### src/rtl/spike_rate_decoder.sv
// Spike-rate decoder: counts spikes per neuron over a programmable window, snapshots each
// completed window into a shadow bank and streams it out one neuron per valid/ready beat.
module spike_rate_decoder #(
   parameter int unsigned N     = 8,
   parameter int unsigned CNT_W = 8,
   parameter int unsigned WIN_W = 8,
   parameter int unsigned IDX_W = $clog2(N)
) (
   input  logic             clk,
   input  logic             reset,
   input  logic             enable,
   input  logic [WIN_W-1:0] window_len,
   input  logic [N-1:0]     spike_in,
   input  logic             out_ready,
   input  logic             overrun_clr,
   output logic             out_valid,
   output logic [CNT_W-1:0] out_data,
   output logic [IDX_W-1:0] out_idx,
   output logic             overrun,
   output logic             busy
);

   typedef enum logic {CntIdle, CntCount} cnt_state_e;
   typedef enum logic {DrnEmpty, DrnDrain} drn_state_e;

   localparam logic [CNT_W-1:0] CntMax  = '1;
   localparam logic [IDX_W-1:0] LastIdx = IDX_W'(N - 1);

   cnt_state_e       cnt_state_d, cnt_state_q;
   drn_state_e       drn_state_d, drn_state_q;
   logic [WIN_W-1:0] len_d, len_q;
   logic [WIN_W-1:0] win_d, win_q;
   logic [CNT_W-1:0] live_d [N];
   logic [CNT_W-1:0] live_q [N];
   logic [CNT_W-1:0] snap_d [N];
   logic [CNT_W-1:0] snap_q [N];
   logic [CNT_W-1:0] sum    [N];
   logic [IDX_W-1:0] idx_d, idx_q;
   logic             overrun_d, overrun_q;
   logic             start, closing, beat_done, last_beat;

   // Saturating per-neuron count including this cycle's spikes
   always_comb begin
      for (int i = 0; i < int'(N); i++) begin
         sum[i] = (spike_in[i] && (live_q[i] != CntMax)) ? live_q[i] + CNT_W'(1) : live_q[i];
      end
   end

   assign start   = enable && (window_len != '0);
   // Closing cycle is the len_q-th counting cycle of the window
   assign closing = (cnt_state_q == CntCount) && (win_q == len_q - WIN_W'(1));

   // Count FSM next state: window start, per-cycle accumulation, close and abort
   always_comb begin
      cnt_state_d = cnt_state_q;
      len_d       = len_q;
      win_d       = win_q;
      live_d      = live_q;
      case (cnt_state_q)
         CntIdle: begin
            if (start) begin
               cnt_state_d = CntCount;
               len_d       = window_len;
               win_d       = '0;
            end
         end
         CntCount: begin
            if (closing) begin
               live_d = '{default: '0};
               win_d  = '0;
               if (start) begin
                  len_d = window_len;
               end else begin
                  cnt_state_d = CntIdle;
               end
            end else if (!enable) begin
               // Partial window is discarded without a snapshot
               cnt_state_d = CntIdle;
               live_d      = '{default: '0};
               win_d       = '0;
            end else begin
               live_d = sum;
               win_d  = win_q + WIN_W'(1);
            end
         end
         default: cnt_state_d = CntIdle;
      endcase
   end

   // Drain FSM next state: beat handshake, snapshot load and overrun tracking
   always_comb begin
      drn_state_d = drn_state_q;
      idx_d       = idx_q;
      snap_d      = snap_q;
      overrun_d   = overrun_q;
      beat_done   = (drn_state_q == DrnDrain) && out_ready;
      last_beat   = beat_done && (idx_q == LastIdx);
      if (beat_done) begin
         if (last_beat) begin
            drn_state_d = DrnEmpty;
            idx_d       = '0;
         end else begin
            idx_d = idx_q + IDX_W'(1);
         end
      end
      if (overrun_clr) begin
         overrun_d = 1'b0;
      end
      if (closing) begin
         // Final beat completing this cycle frees the bank for the new window
         if ((drn_state_q == DrnEmpty) || last_beat) begin
            snap_d      = sum;
            drn_state_d = DrnDrain;
            idx_d       = '0;
         end else begin
            overrun_d = 1'b1;
         end
      end
   end

   // State registers for both FSMs, counters and shadow bank
   always_ff @(posedge clk or posedge reset) begin
      if (reset) begin
         cnt_state_q <= CntIdle;
         drn_state_q <= DrnEmpty;
         len_q       <= '0;
         win_q       <= '0;
         idx_q       <= '0;
         overrun_q   <= 1'b0;
         for (int i = 0; i < int'(N); i++) begin
            live_q[i] <= '0;
            snap_q[i] <= '0;
         end
      end else begin
         cnt_state_q <= cnt_state_d;
         drn_state_q <= drn_state_d;
         len_q       <= len_d;
         win_q       <= win_d;
         idx_q       <= idx_d;
         overrun_q   <= overrun_d;
         for (int i = 0; i < int'(N); i++) begin
            live_q[i] <= live_d[i];
            snap_q[i] <= snap_d[i];
         end
      end
   end

   assign out_valid = (drn_state_q == DrnDrain);
   assign out_data  = snap_q[idx_q];
   assign out_idx   = idx_q;
   assign overrun   = overrun_q;
   assign busy      = (cnt_state_q == CntCount);

endmodule

### config.mk
export PLATFORM = sky130hd
export DESIGN_NAME = spike_rate_decoder
export DESIGN_NICKNAME = d
export VERILOG_FILES = /design/src/rtl/spike_rate_decoder.sv
export SDC_FILE = /design/constraint.sdc
export NUM_CORES = 1
export LEC_CHECK = 0
export CAP_MARGIN = 40
export CORE_ASPECT_RATIO = 1.25
export CORE_MARGIN = 2
export CORE_UTILIZATION = 25
export CTS_BUF_LIST = sky130_fd_sc_hd__clkbuf_8
export CTS_CLUSTER_SIZE = 24
export DETAILED_ROUTE_END_ITERATION = 10
export DONT_BUFFER_PORTS = 1
export GPL_TIMING_DRIVEN = 1
export PLACE_DENSITY_LB_ADDON = 0.25
export RECOVER_POWER = 25
export SLEW_MARGIN = 0
export SYNTH_ARGS = -nofsm -noshare
export SYNTH_HDL_FRONTEND = slang
export SYNTH_SLANG_ARGS = --single-unit
### constraint.sdc
create_clock -name clk -period 7.7 [get_ports clk]
set_input_delay 2.31 -clock clk [delete_from_list [all_inputs] [get_ports clk]]
set_output_delay 2.31 -clock clk [all_outputs]
set_load 0.02 [all_outputs]
==> summary.md <==
| Metric | Value |
|---|---|
| Total clock sinks | `150` |
| Violated checks | `max-capacitance violations, max-slew violations` |
| Asr flop ratio synth | `100%` |
| Min-Delay Path Class | `flip-flop to flip-flop` |
| Gp weighted congestion | `0.720` |
| I/O Pins | `35` |
| Netlist cell types | `63` |
| Starting Density | `between 20 and 30%` |
| Clk slew on worst S/H paths | `0.10 ns` |
| Fraction of layout cells with a size suffix above 1 | `10.4%` |
| Gr usage total | `between 10% and 20%` |
| Count leader, synth | `dfrtp_1` |
| Power Internal | `between 0.001 and 0.0015 W` |
| Final Slew Violations | `between 60 and 70` |
| Clock power frac | `between 20% and 30%` |
| Syn Inst Count | `a little over 800` |
| TritonCTS Buffers | `17` |
| Max-slew headroom | `-109%` |
| Root Driver | `clkbuf_8` |
| Setup violations, final | `0` |
| Crit-path cells | `buf_16 -> mux4_2 -> mux2_2` |
| Outcome | `complete, but fails checks` |
| CP max stage delay | `about 0.59 ns` |
| Post-CTS setup buffer count | `0` |
| Vias in the first global route | `approximately 6200` |
| Buf/Inv on CP | `1` |
| CP top delay family | `multiplexers` |
| Post-synth EDFFs | `0` |
| H-Tree Depth | `4` |
| Chip width | `~170 µm` |
| Worst EP required | `~5.4 ns` |
| Post-DP HPWL | `~16000 µm` |
| Largest area contributor in the netlist | `dfrtp_1` |
| Worst vdd ir | `between 150 and 200 µV` |
| Routed WL | `about 23000 µm` |
| Fin crit share | `between 50 and 60%` |
| Vias/cell | `about 5` |
| Final-stage net count | `roughly 860` |
| CP max stage cell | `dfrtp_1` |
| FP Rows | `73` |
| Initial antenna violation count | `0` |
| Max-cap viol count | `1` |
| Crit Path Class | `flip-flop to primary output` |
| Fin. Hold Viols | `0` |
| Startpoint class of the critical path | `flip-flop` |
| Top post-synthesis cells by area | `dfrtp_1, nand2_1, mux4_2` |
| N_diodes | `0` |
| Via count | `between 6000 and 7000` |
| Total net switching power | `roughly 0.00068 W` |
| Dpl cell area | `about 8700 µm²` |
| Min Tclk post-route | `roughly 4.5 ns` |
| DR iter-0 viols | `between 300 and 400` |
| Yosys Warn Count | `0` |
| CTS hold repair buffers | `0` |
| P_leak | `~3.6 nW` |
| Post-synth top area share | `46.2%` |
| Largest net degree at the start of global routing | `just under 70` |
| Pwr Density | `219 nW/µm²` |
| Synth Register Bits | `150` |
| Final Cell Area | `roughly 9000 µm²` |
| Max Freq | `224 MHz` |
| Total power | `0.00198 W` |
| GR Overflow Total | `0` |
| Setup total negative slack | `0 ns` |
| Pre-antenna DRT Iters | `5` |
| Die area | `33900 µm²` |
| RSZ-0062 raised after global routing | `false` |
| Post-route antenna net violation count | `0` |
| Synth cell count leaders | `dfrtp_1, nand2_1, o21ai_0` |
| CTS resizes | `0` |
| Sw Ratio | `34.4%` |
| Critical path data arrival time | `2.16 ns` |
| Tightest Pin Transition | `around 3.1 ns` |
| Global-route wire length before repair | `36300 µm` |
| Part of the power in registers | `around half` |
| Later-pin clock latency in the skew report | `0.46 ns` |
| DRC | `0` |
| Main synth FF type | `dfrtp_1` |
| Comb power frac | `between 20% and 30%` |
| CTS tree | `done` |
| Die Y | `205 µm` |
| Wire per inst | `between 15 and 20 µm` |
| Synthesized area | `approximately 8000 µm²` |
| Crit. End Element | `primary output` |
| Core ar. | `31900 µm²` |
| Layout Skew | `between 0.015 and 0.02 ns` |
| Max Root-Sink Buffers | `2` |
| Crit-path max FO | `16` |
| Port Buf Inserts | `0` |
| Avg Cell Area, Syn | `9.77 µm²` |
| Sequential cell area fraction in the yosys report | `46.2%` |
| Synthesized Nets | `864` |
| Area delta synth->final | `11.0%` |
[registers in the layout (all words and copies together), names as in the netlist]
register and flops:
busy 1, len_q 8, live_q 64, out_idx 3, out_valid 1, overrun 1, snap_q 64, win_q 8
[path summary, 6_finish.rpt]
path / slack, ns / cells past startpoint / end / from
min in group asynchronous: 2.62 / 1 / live_q[41]$_DFFE_PP0P_ / reset
hold reg to reg: 0.49 / 2 / snap_q[13]$_DFFE_PP0P_ / snap_q[13]$_DFFE_PP0P_
max in group asynchronous: 3.39 / 2 / live_q[15]$_DFFE_PP0P_ / reset
hold / removal: 0.49 / 2 / snap_q[13]$_DFFE_PP0P_ / snap_q[13]$_DFFE_PP0P_
setup / recovery: 3.23 / 3 / out_data[2] / out_idx[1]$_DFF_PP0_
setup reg to reg: 4.03 / 7 / live_q[22]$_DFFE_PP0P_ / len_q[0]$_DFFE_PP0P_
[area by class of cell]
| class | count | area (µm²) |
|---|---|---|
| clock buffers | 18 | 248 |
| clock inverters | 14 | 116 |
| fillers | 3359 | 22900 |
| inverters | 48 | 181 |
| multi-input cells | 589 | 3990 |
| flip-flops and latches | 150 | 3750 |
| well taps | 412 | 515 |
| repair buffers | 16 | 208 |
[layer usage]
metal | vias up | routed length, µm | global-route usage, %
li1 | 3001 | - | -
met1 | 3072 | 10800 | 19.7
met2 | 151 | 10500 | 22.1
met3 | 14 | 1060 | 2.92
met4 | 0 | 229 | 2.92
met5 | - | 0 | 0
[cells in the final DEF (no fill, tap or decap), drive strengths merged, types with 18 or more instances in the layout]
cell type / synthesis / routed
xnor2: 38 / 38
dfrtp: 150 / 150
nor3: 20 / 20
nand4: 18 / 18
inv: 47 / 54
clkbuf: 29 / 18
nor2b: 23 / 23
nand2: 109 / 109
nor2: 51 / 51
nand3: 36 / 36
o21ai: 70 / 70
[stage by stage]
stage	utilization, %	setup WS (ns)	hold WS, ns	std cells
2_1_floorplan	-	1.35	0.445	831
3_3_place_gp	26.7	3.27	0.462	1208
3_5_place_dp	27.2	3.45	0.469	1215
4_1_cts	28.3	3.18	0.489	1247
5_1_grt	28.3	2.89	0.514	1247
6_report	28.3	3.23	0.489	1247
[power groups by stage]
stage               combinational [W]  clock, W  sequential (W)
floorplan                    0.000323         0        0.000946
global placement             0.000393         0        0.000998
detailed placement           0.000436         0        0.000983
CTS                          0.000437  0.000605        0.000968
global route                 0.000474  0.000638        0.000983
finish                       0.000426  0.000584        0.000968
[cell families (layout without fill, tap and decap cells)]
family	Yosys count	after routing	share of synthesized area, %
buf+inv	92	96	4.55
mux	41	41	7.72
fa+ha+maj	12	12	1.85
xor+xnor	47	47	5.07
simple gates	296	296	17.5
compound gates	193	193	17.1
flops	150	150	46.2
[tightest hold or removal path: cells and delay by family (launching register included)]
family             cells  cell delay [ns]
AOI/OAI and AO/OA      1             0.06
DFF                    1             0.35
and+or+nand+nor        1             0.05
Power figures use the tool's default switching activity.
